### src/rtl/int_to_int_pkg.sv
// Shared definitions for the INT->INT conversion issue controller.
// Latency: n/a (types and constants only).
// Backpressure: n/a.
package int_to_int_pkg;

  localparam int DATA_W = 128;
  localparam int UOP_W  = 6;

  // Bit positions inside the 6-bit micro-op and the 7-bit cru word
  localparam int UOP_SRC_PREC   = 5;
  localparam int UOP_DST_PREC   = 4;
  localparam int UOP_SRC_SIGNED = 3;
  localparam int UOP_DST_SIGNED = 2;
  localparam int UOP_SRC_POS    = 1;
  localparam int UOP_DST_POS    = 0;
  localparam int CRU_VLD        = 6;

  typedef enum logic [1:0] {
    IDLE  = 2'd0,
    RUN   = 2'd1,
    DRAIN = 2'd2
  } state_t;

  // Packs the array's micro-instruction word: valid flag above the uop bits
  function automatic logic [UOP_W:0] cru_word(input logic vld, input logic [UOP_W-1:0] uop);
    return {vld, uop};
  endfunction

endpackage

### src/rtl/int_to_int_res_fifo.sv
// Synchronous result FIFO, power-of-two depth, pointers wrap naturally.
// Latency: a push is visible at the head the cycle after it is written (no bypass).
// Backpressure: push ignored when full unless a pop happens in the same cycle; pop ignored when empty.
module int_to_int_res_fifo #(
  parameter int DEPTH = 4,
  parameter int WIDTH = 128
) (
  input  logic                     clk,
  input  logic                     rst_n,
  input  logic                     push,
  input  logic [WIDTH-1:0]         push_data,
  input  logic                     pop,
  output logic [WIDTH-1:0]         pop_data,
  output logic                     full,
  output logic                     empty,
  output logic [$clog2(DEPTH):0]   count
);

  localparam int AW = $clog2(DEPTH);
  localparam int CW = AW + 1;

  logic [WIDTH-1:0] mem [DEPTH];
  logic [AW-1:0]    wr_ptr;
  logic [AW-1:0]    rd_ptr;
  logic             do_push;
  logic             do_pop;

  assign full     = (count == CW'(DEPTH));
  assign empty    = (count == '0);
  assign do_pop   = pop && !empty;
  assign do_push  = push && (!full || do_pop);
  assign pop_data = mem[rd_ptr];

  // Storage array; contents need no reset because count gates visibility
  always_ff @(posedge clk) begin
    if (do_push) begin
      mem[wr_ptr] <= push_data;
    end
  end

  // Pointer and occupancy bookkeeping
  always_ff @(posedge clk or negedge rst_n) begin
    if (!rst_n) begin
      wr_ptr <= '0;
      rd_ptr <= '0;
      count  <= '0;
    end else begin
      if (do_push) wr_ptr <= wr_ptr + AW'(1);
      if (do_pop)  rd_ptr <= rd_ptr + AW'(1);
      case ({do_push, do_pop})
        2'b10:   count <= count + CW'(1);
        2'b01:   count <= count - CW'(1);
        default: count <= count;
      endcase
    end
  end

endmodule

### src/rtl/int_to_int_issue_ctrl.sv
// Issues source beats to the INT->INT array and returns its results through a credit-guarded FIFO.
// Latency: issue cycle -> array registers -> FIFO push -> res_vld, i.e. result visible 2 cycles after issue.
// Backpressure: src_rdy drops when queued + in-flight results would exceed the FIFO; res_rdy low holds res_data.
import int_to_int_pkg::*;

module int_to_int_issue_ctrl #(
  parameter int LEN_W      = 16,
  parameter int FIFO_DEPTH = 4
) (
  input  logic              clk,
  input  logic              rst_n,
  input  logic              cmd_vld,
  output logic              cmd_rdy,
  input  logic [UOP_W-1:0]  cmd_uop,
  input  logic [LEN_W-1:0]  cmd_len,
  input  logic              src_vld,
  output logic              src_rdy,
  input  logic [DATA_W-1:0] src_data,
  output logic [UOP_W:0]    cru_inttoint_out,
  output logic [DATA_W-1:0] dvr_inttoint_s_out,
  input  logic [DATA_W-1:0] dr_inttoint_d_in,
  output logic              res_vld,
  input  logic              res_rdy,
  output logic [DATA_W-1:0] res_data,
  output logic              res_last,
  output logic              busy,
  output logic              done
);

  localparam int CW = $clog2(FIFO_DEPTH) + 1;

  state_t             state;
  logic [UOP_W-1:0]   uop_q;
  logic [LEN_W-1:0]   issue_cnt;
  logic [LEN_W-1:0]   retire_cnt;
  logic               inflight;
  logic               done_q;

  logic               fifo_full;
  logic               fifo_empty;
  logic [CW-1:0]      fifo_count;
  logic [DATA_W-1:0]  fifo_head;
  logic [CW-1:0]      credit_used;
  logic               issue;
  logic               pop;
  logic               cmd_fire;

  // A beat in the array still owns a FIFO slot, so it counts against the credit
  assign credit_used = fifo_count + CW'(inflight);

  assign cmd_rdy  = (state == IDLE);
  assign cmd_fire = cmd_vld && cmd_rdy;
  assign src_rdy  = (state == RUN) && (issue_cnt != '0) && (credit_used < CW'(FIFO_DEPTH));
  assign issue    = src_vld && src_rdy;

  assign cru_inttoint_out   = cru_word(issue, uop_q);
  assign dvr_inttoint_s_out = issue ? src_data : '0;

  assign res_vld  = !fifo_empty;
  assign pop      = res_vld && res_rdy;
  assign res_data = fifo_empty ? '0 : fifo_head;
  assign res_last = res_vld && (retire_cnt == LEN_W'(1));
  assign busy     = (state != IDLE);
  assign done     = done_q;

  // Command FSM: latches the uop, tracks beats to issue and beats to retire
  always_ff @(posedge clk or negedge rst_n) begin
    if (!rst_n) begin
      state      <= IDLE;
      uop_q      <= '0;
      issue_cnt  <= '0;
      retire_cnt <= '0;
      done_q     <= 1'b0;
    end else begin
      done_q <= 1'b0;
      case (state)
        IDLE: begin
          if (cmd_fire) begin
            if (cmd_len != '0) begin
              uop_q      <= cmd_uop;
              issue_cnt  <= cmd_len;
              retire_cnt <= cmd_len;
              state      <= RUN;
            end else begin
              done_q <= 1'b1;
            end
          end
        end
        RUN: begin
          if (issue) begin
            issue_cnt <= issue_cnt - LEN_W'(1);
            if (issue_cnt == LEN_W'(1)) state <= DRAIN;
          end
          if (pop) retire_cnt <= retire_cnt - LEN_W'(1);
        end
        DRAIN: begin
          if (pop) begin
            retire_cnt <= retire_cnt - LEN_W'(1);
            if (retire_cnt == LEN_W'(1)) begin
              state  <= IDLE;
              done_q <= 1'b1;
            end
          end
        end
        default: state <= IDLE;
      endcase
    end
  end

  // The array has a fixed one-cycle latency, so its output is pushed the cycle after issue
  always_ff @(posedge clk or negedge rst_n) begin
    if (!rst_n) inflight <= 1'b0;
    else        inflight <= issue;
  end

  int_to_int_res_fifo #(
    .DEPTH (FIFO_DEPTH),
    .WIDTH (DATA_W)
  ) u_res_fifo (
    .clk       (clk),
    .rst_n     (rst_n),
    .push      (inflight),
    .push_data (dr_inttoint_d_in),
    .pop       (pop),
    .pop_data  (fifo_head),
    .full      (fifo_full),
    .empty     (fifo_empty),
    .count     (fifo_count)
  );

  // The credit check on issue must make a push into a full FIFO impossible
  a_no_push_on_full: assert property (@(posedge clk) disable iff (!rst_n)
    !(inflight && fifo_full && !pop));

endmodule

### config.mk
export PLATFORM = sky130hd
export DESIGN_NAME = int_to_int_issue_ctrl
export DESIGN_NICKNAME = d
export VERILOG_FILES = /design/src/rtl/int_to_int_pkg.sv /design/src/rtl/int_to_int_res_fifo.sv /design/src/rtl/int_to_int_issue_ctrl.sv
export SDC_FILE = /design/constraint.sdc
export NUM_CORES = 1
export LEC_CHECK = 0
export ABC_AREA = 1
export CORE_ASPECT_RATIO = 1.4
export CORE_MARGIN = 2
export CORE_UTILIZATION = 54
export CTS_CLUSTER_DIAMETER = 40
export DETAILED_ROUTE_END_ITERATION = 8
export GPL_TIMING_DRIVEN = 0
export PLACE_DENSITY = 0.85
export SETUP_SLACK_MARGIN = 0.4
export SLEW_MARGIN = 30
export SYNTH_ARGS = -nofsm -noshare
export SYNTH_HDL_FRONTEND = slang
export SYNTH_HIERARCHICAL = 1
export SYNTH_SLANG_ARGS = --single-unit
### constraint.sdc
create_clock -name clk -period 18.8 [get_ports clk]
set_input_delay 3.76 -clock clk [delete_from_list [all_inputs] [get_ports clk]]
set_output_delay 3.76 -clock clk [all_outputs]
set_load 0.005 [all_outputs]
======== Word-level counts from Yosys, hierarchy flattened ========
Memory sizes are Yosys's and may differ from the RTL's.
Index checks and enable logic that the tools add are counted.
Widths: inputs -> output; s select.
cells by class
  add/sub/neg operators ................... 7
  magnitude comparators ................... 1
  equality and inequality tests ........... 14
  muxes and demuxes ....................... 23
  reduce and logical (&&, ||, !) cells .... 24
operators by type and width
  cell                   count
  $mux 128               2
  $mux 16                4
  $pmux 16 s2            2
  $eq 16x1->1 const B    2
  $reduce_bool 16->1     2
  $sub 16x1->16 const B  2
  $mux 2                 6
  $ne 2x1->1 const B     5
  $logic_and 1x1->1      8
  $reduce_and 4->1       2
  $reduce_bool 2->1      4
  $mux 1                 6
  $pmux 2 s3             1
  $pmux 3 s2             1
  $reduce_and 6->1       1
  $add 2x1->2 const B    2
  $eq 2x1->1 const B     2
  $eq 2x2->1 const B     2
  $ne 2x2->1 const B     2
  $add 3x1->3            1
  $add 3x1->3 const B    1
  $eq 3x3->1 const B     1
  $logic_not 3->1        1
  $lt 3x3->1 const B     1
  7 further kinds        8
storage, ports and cells
  flip-flop bits (word level) ............. 49
  RAM bits ................................ 512
  input port bits ......................... 283
  output and inout port bits .............. 269
  logic and storage cells ................. 79
  memories ................................ 1
memory list
  name            words  width  read ports  clocked after memory_dff  wr ports  RTL line                   text
  u_res_fifo.mem  4      128    1           0                         1         int_to_int_res_fifo.sv:22  logic [WIDTH-1:0] mem [DEPTH];

======== Logic depth before layout (Yosys ltp) ========
Gate-level depths: netlist (run 1).
  word-level depth ........................ 8
  depth in mapped cells ................... 17
  depth with buffers taken out ............ 17

======== By module ========
The synthesis (run 1) kept the hierarchy.
by module, submodules not included
  module                 instances  cells an instance  area an instance (um^2)
  int_to_int_res_fifo    1          1429               19730.2
  int_to_int_issue_ctrl  1          1026               5227.5

======== Worst setup path before layout (run 1) ========
No wires, ideal clock.
  kind .................................... input to register
  from .................................... input res_rdy
  to ...................................... memory u_res_fifo.mem[0][0], enable pin
  arrival time ............................ 9527 ps
  data required time ...................... 18183 ps
  slack ................................... 8656 ps
  cell stages on the path ................. 6
  cells stage by stage .................... nand2_1 -> inv_1 -> inv_1 -> nand3_1 -> nand2_1 -> nor2_1
on the way
  longest elaborated chain between the ends .. 6
ends and longest elaborated chain
  item                          RTL line                     text
  start: declaration            int_to_int_issue_ctrl.sv:23  input logic res_rdy,
  $logic_and 1x1->1             int_to_int_issue_ctrl.sv:60  assign pop = res_vld && res_rdy;
  net pop                       int_to_int_issue_ctrl.sv:45  logic pop;
  $logic_and 1x1->1             int_to_int_res_fifo.sv:30    assign do_pop = pop && !empty;
  $logic_or 1x1->1              int_to_int_res_fifo.sv:31    assign do_push = push && (!full || do_pop);
  $logic_and 1x1->1             int_to_int_res_fifo.sv:31
  $mux 1                        int_to_int_res_fifo.sv:36    if (do_push) begin
  $mux 1 (implied by the code)  int_to_int_res_fifo.sv:37    mem[wr_ptr] <= push_data;
  end: declaration              int_to_int_res_fifo.sv:22
The timed path passes the listed nets, and every way through them passes these cells.

======== Worst setup path in the final report (run 1) ========
  from .................................... input src_vld
  to ...................................... output dvr_inttoint_s_out[61]
on the way
  longest elaborated chain between the ends .. 2
ends and longest elaborated chain
  item                RTL line                     text
  start: declaration  int_to_int_issue_ctrl.sv:16  input logic src_vld,
  $logic_and 1x1->1   int_to_int_issue_ctrl.sv:54  assign issue = src_vld && src_rdy;
  $mux 128            int_to_int_issue_ctrl.sv:57  assign dvr_inttoint_s_out = issue ? src_data : '0;
  end: declaration    int_to_int_issue_ctrl.sv:20  output logic [DATA_W-1:0] dvr_inttoint_s_out,
No other way between the ends.

==> results of run 1 <==
[tightest hold or removal path, delay by kind of cell (launching register included)]
family | cells | cell delay (ns)
DFF | 1 | 0.33
AOI/OAI and AO/OA | 1 | 0.08
and+or+nand+nor | 1 | 0.06
[metal layers]
layer | routed length [µm] | share of wire | global-route usage
met1 | 29890 | 0.32 | 0.4089
met2 | 43710 | 0.47 | 0.6056
met3 | 11970 | 0.13 | 0.1605
met4 | 7994 | 0.085 | 0.2905
met5 | 345 | 0.0037 | 0
[per-stage QoR]
step / std cells / instance area [µm²]
detailed placement: 3655 / 32170
global placement: 3622 / 31240
CTS: 3759 / 33960
global route: 3779 / 34010
finish: 3796 / 34060
floorplan: 2454 / 24950
[path summary, 6_finish.rpt]
| path | end | cells past startpoint |
|---|---|---|
| min in group asynchronous | uop_q[2] | 1 |
| min reg2reg | uop_q[3] | 2 |
| max in group asynchronous | retire_cnt[9] | 2 |
| min | uop_q[3] | 2 |
| max | dvr_inttoint_s_out[61] | 6 |
| max reg2reg | u_res_fifo/mem[3][64] | 15 |
[registers in the layout, summed over array words and instances, names as in the netlist]
signal / cells
u_res_fifo/count: 3
u_res_fifo/rd_ptr: 2
inflight: 1
done: 1
uop_q: 6
retire_cnt: 16
state: 2
issue_cnt: 16
u_res_fifo/wr_ptr: 2
u_res_fifo/mem: 512
[layout make-up]
cell class	count	area, µm²
clock inverters	36	304.0
inverters	324	1219
plain buffers	126	800.8
multi-input cells	1443	6364
flip-flops and latches	561	16600
diodes	37	92.59
well taps	617	772.0
fillers	3035	11790
clock buffers	68	1489
repair buffers	584	6414
[cells in the final DEF (no fill, tap or decap), types with 4 or more instances in the layout]
master           instances
clkbuf_16               58
diode_2                 37
xor2_1                   6
nand2_2                  4
a21oi_1                 10
o21ai_0                182
nand3_1                 51
o21ai_1                233
ha_1                    14
clkbuf_1                53
buf_16                  32
edfxtp_1               512
dfrtp_1                 49
buf_2                   36
inv_1                  320
inv_6                    7
o21ai_2                 10
buf_6                   28
clkdlybuf4s50_1        550
clkinv_1                 8
nor2_1                 712
nand2_1                196
buf_4                   17
clkinv_2                10
nor2_4                   5
[report_power, final]
part / internal, mW / switching (mW) / total, mW
combinational: 1.01 / 1.43 / 2.44
sequential: 1.50 / 0.0721 / 1.57
clock: 0.591 / 0.492 / 1.08
==> impl_metrics.json, run 1 <==
{
  "grt_max_degree": 40,
  "arrival_ns": 5.96,
  "total_power_mw": 5.093,
  "cts.path.max_buffers": 3,
  "r2r-start": "u_res_fifo/count[2]",
  "drt-initial-drc-count": 2181,
  "netlist_area_um2": 24950,
  "final.setup.tns_ns": 0,
  "vias_per_cell": 5.577,
  "path_delay_family": "buffers and inverters",
  "start_util": 0.5443,
  "synthCells": 2454,
  "critical_path_class": "in2out",
  "rsz0062_at_grt": "no",
  "port_buffers": 551,
  "totalWireLength_um": 93920,
  "drtPass1Iterations": 7,
  "synth_nets": 2752,
  "status": "completed",
  "core_area_um2": 45850,
  "crit_path_end_kind": "primary output",
  "dp_worst_setup_slack_ns": 9.236,
  "slowest_delay_ns": 0.61,
  "cts_num_sinks": 561,
  "dieWidth_um": 185.7,
  "skew_ns": 0.01624,
  "worstMarginPinSlew_ns": 0.6877,
  "crit_buf_inv": 4,
  "min_from": "uop_q[3]",
  "clk_pin_slew_ns": 0.06,
  "required_ns": 15.04,
  "clk_latency_ns": 0.63,
  "max_clock_freq_ghz": 0.1028,
  "cts_tree": "done",
  "hold_path_class": "reg2reg",
  "peakVddDrop_v": 0.0001322,
  "relSlewSlack": 0.5415,
  "critPathMaxFanout": 10,
  "cts_root_buffer": "clkbuf_16",
  "num_vias": 21170,
  "antenna_found_initial": 47,
  "area_delta_synth_final_pct": 36.48,
  "post_cts_buffers": 0,
  "drc": 0,
  "finish.utilization": 0.7428,
  "cap_violations": 0,
  "avgRoutedWirePerCell_um": 24.74,
  "cp_cell_sequence": "clkdlybuf4s50_1 -> nand3_4 -> buf_4 -> buf_6 -> nor2_1 -> clkdlybuf4s50_1",
  "path_common_cell": "clkdlybuf4s50_1",
  "cts_hold_buf": 0,
  "globalRouteTotalUtil": 0.3841,
  "cp-startpoint": "src_vld",
  "hold_ws_ns": 0.5083,
  "p_per_area_nw_per_um2": 149.5,
  "nets": 3396,
  "grt_pass1_wl_um": 131500,
  "die-area_um2": 47970,
  "start_kind": "input pin",
  "grt_pass1_vias": 20550,
  "io_pins": 552,
  "htree_levels": 2,
  "dp_hpwl_um": 69920,
  "hold_viol_final": 0,
  "cts_resized": 0,
  "rrSetupSlack_ns": 15.28,
  "slew_violations": 0,
  "critPathSlowestCell": "clkdlybuf4s50_1",
  "ys.warnings.count": 6,
  "cellLeakagePower_nw": 13.46,
  "gp_congestion": 1.031,
  "num_rows": 93,
  "drtAntennaViolNets": 0,
  "drive_gt1_frac": 0.07447,
  "overflow": 0,
  "post-route-period-util": 0.5173,
  "dieHeight_um": 258.3,
  "period_minus_slack_ns": 9.725,
  "numCtsBuffers": 58,
  "synth.avg_cell_area_um2": 10.17,
  "setup_viol": 0,
  "fin_ws_ns": 9.075
}
Power figures use the tool's default switching activity.
==> run 2: changes to the inputs <==
--- a/config.mk
+++ b/config.mk
@@ -8,11 +8,11 @@
 export ABC_AREA = 1
 export CORE_ASPECT_RATIO = 1.4
 export CORE_MARGIN = 2
-export CORE_UTILIZATION = 54
+export CORE_UTILIZATION = 51
 export CTS_CLUSTER_DIAMETER = 40
 export DETAILED_ROUTE_END_ITERATION = 8
 export GPL_TIMING_DRIVEN = 0
-export PLACE_DENSITY = 0.85
+export PLACE_DENSITY = 0.81
 export SETUP_SLACK_MARGIN = 0.4
 export SLEW_MARGIN = 30
 export SYNTH_ARGS = -nofsm -noshare
==> constraint.sdc (replaced) <==
create_clock -name clk -period 9.4 [get_ports clk]
set_input_delay 1.88 -clock clk [delete_from_list [all_inputs] [get_ports clk]]
set_output_delay 1.88 -clock clk [all_outputs]
set_load 0.005 [all_outputs]
==> run 2 against run 1 <==
Worst hold slack worse by 0.0016 ns. Clock skew increased by 0.022 ns. Worst setup slack worse by 5.7 ns. First-iteration DRC count is 18% lower. Flip-flop and latch count is the same. Wire length fell by 1.9%. Final cell count barely moved. Global-route usage fell by 2.8 points. Via count fell by 1.3%. Die area grew 5.8%. Critical endpoint is now dvr_inttoint_s_out[118]. Largest power group unchanged.
==> impl_metrics.json, run 2 (same netlist as run 1, synthesis figures left out) <==
{
  "status": "completed",
  "dieWidth_um": 190.9,
  "max_clock_freq_ghz": 0.1655,
  "port_buffers": 551,
  "hold_ws_ns": 0.5067,
  "r2r_cells": 14,
  "whs_path_depth": 2,
  "avgRoutedWirePerCell_um": 24.27,
  "crit_path_end_kind": "primary output",
  "min_to": "uop_q[2]",
  "placedCellCount": 3668,
  "worstMarginPinSlew_ns": 0.9466,
  "cts_tree": "done",
  "start_util": 0.5183,
  "drive_gt1_frac": 0.07452,
  "clk_latency_ns": 0.60,
  "start_kind": "input pin",
  "dp_hpwl_um": 68670,
  "p_per_area_nw_per_um2": 300.2,
  "critical_path_class": "in2out",
  "critPathMaxFanout": 10,
  "setup_viol": 0,
  "arrival_ns": 4.16,
  "r2r-start": "u_res_fifo/count[2]",
  "cellLeakagePower_nw": 13.47,
  "hold_path_class": "reg2reg",
  "slew_violations": 0,
  "drtPass1Iterations": 6,
  "total_power_mw": 10.23,
  "min_from": "uop_q[2]",
  "final_cell_mix": "nor2_1 (712), clkdlybuf4s50_1 (550), edfxtp_1 (512)",
  "area_delta_synth_final_pct": 36.60,
  "numCtsBuffers": 56,
  "dp_worst_setup_slack_ns": 3.516,
  "period_minus_slack_ns": 6.042,
  "dieHeight_um": 265.7,
  "cts_resized": 0,
  "htree_levels": 2,
  "largest_reg_flops": 512,
  "cts.path.max_buffers": 3,
  "design_area_um2": 34090,
  "critPathSlowestCell": "clkdlybuf4s50_1",
  "skew_ns": 0.03848,
  "r2r_end": "u_res_fifo/mem[0][25]",
  "gp_congestion": 1.093,
  "top_regs": "u_res_fifo/mem x512, issue_cnt x16, retire_cnt x16",
  "drc": 0,
  "cap_violations": 0,
  "antenna_found_initial": 55,
  "drt-initial-drc-count": 1795,
  "nets": 3394,
  "post_cts_buffers": 0,
  "relSlewSlack": 0.3689,
  "overflow": 0,
  "required_ns": 7.52,
  "fin_ws_ns": 3.358,
  "mostFrequentLayoutCell": "nor2_1",
  "core_area_um2": 48140,
  "place_area_um2": 32150,
  "cp_cell_sequence": "clkdlybuf4s50_1 -> nand3_4 -> buf_4 -> buf_4 -> nor2_1 -> clkdlybuf4s50_1",
  "peakVddDrop_v": 0.0002060,
  "cts_hold_buf": 0,
  "drtAntennaViolNets": 0,
  "hold_viol_final": 0,
  "fillers": 3359,
  "slowest_delay_ns": 0.64,
  "largest_register": "u_res_fifo/mem",
  "vias_per_cell": 5.504,
  "num_rows": 95,
  "globalRouteTotalUtil": 0.3562,
  "num_vias": 20900,
  "grt_pass1_wl_um": 130400,
  "totalWireLength_um": 92140,
  "grt_max_degree": 35,
  "cts_root_buffer": "clkbuf_16",
  "io_pins": 552,
  "post-route-period-util": 0.6428,
  "rsz0062_at_grt": "no",
  "die-area_um2": 50740,
  "cts_num_sinks": 561,
  "clk_pin_slew_ns": 0.06,
  "rrSetupSlack_ns": 5.99,
  "fin_cells": 3797,
  "grt_pass1_vias": 20320
}
==> run 2: worst max-delay path by stage <==
stage | start | depth (start not counted) | slack (ns) | to
finish | src_vld | 6 | 3.36 | dvr_inttoint_s_out[118]
global route | src_vld | 6 | 3.34 | dvr_inttoint_s_out[118]
CTS | src_vld | 6 | 3.51 | dvr_inttoint_s_out[119]
detailed placement | src_vld | 6 | 3.52 | dvr_inttoint_s_out[119]
global placement | res_rdy | 7 | -3.99 | u_res_fifo/mem[0][47]
floorplan | res_rdy | 6 | 1.14 | u_res_fifo/mem[0][0]
==> run 2: power by group <==
part           switching (mW)  internal (mW)
Sequential              0.141           3.00
Clock                   0.963           1.30
Combinational            2.81           2.01
==> run 2: through the flow <==
step / util / TNS [ns]
finish: 0.7080 / 0
global route: 0.7075 / 0
CTS: 0.7066 / 0
detailed placement: 0.6678 / 0
global placement: 0.6493 / -2012.64
floorplan: - / 0
==> run 2: cell type report <==
| cell class | count | area [µm²] | share of cell area |
|---|---|---|---|
| diodes | 27 | 67.56 | 0.001982 |
| plain buffers | 126 | 800.8 | 0.02349 |
| clock buffers | 63 | 1428 | 0.04188 |
| clock inverters | 39 | 441.7 | 0.01296 |
| inverters | 324 | 1219 | 0.03575 |
| multi-input cells | 1443 | 6364 | 0.1867 |
| flip-flops and latches | 561 | 16600 | 0.4870 |
| well taps | 630 | 788.3 | 0.02313 |
| repair buffers | 584 | 6376 | 0.1871 |
==> run 2: worst max-delay path, delay by kind of cell <==
kind                   cells  cell delay, ns
AND/OR/NAND/NOR            2            0.73
buffers and inverters      4            1.55
==> run 2: per-layer routing <==
metal,up-vias,track usage,wire length (µm),share of wire
li1,9361,-,-,-
met2,1291,0.5757,43740,0.47
met4,48,0.1951,5539,0.060
met5,-,0,322,0.0035
met3,238,0.1598,13100,0.14
met1,9959,0.3904,29430,0.32
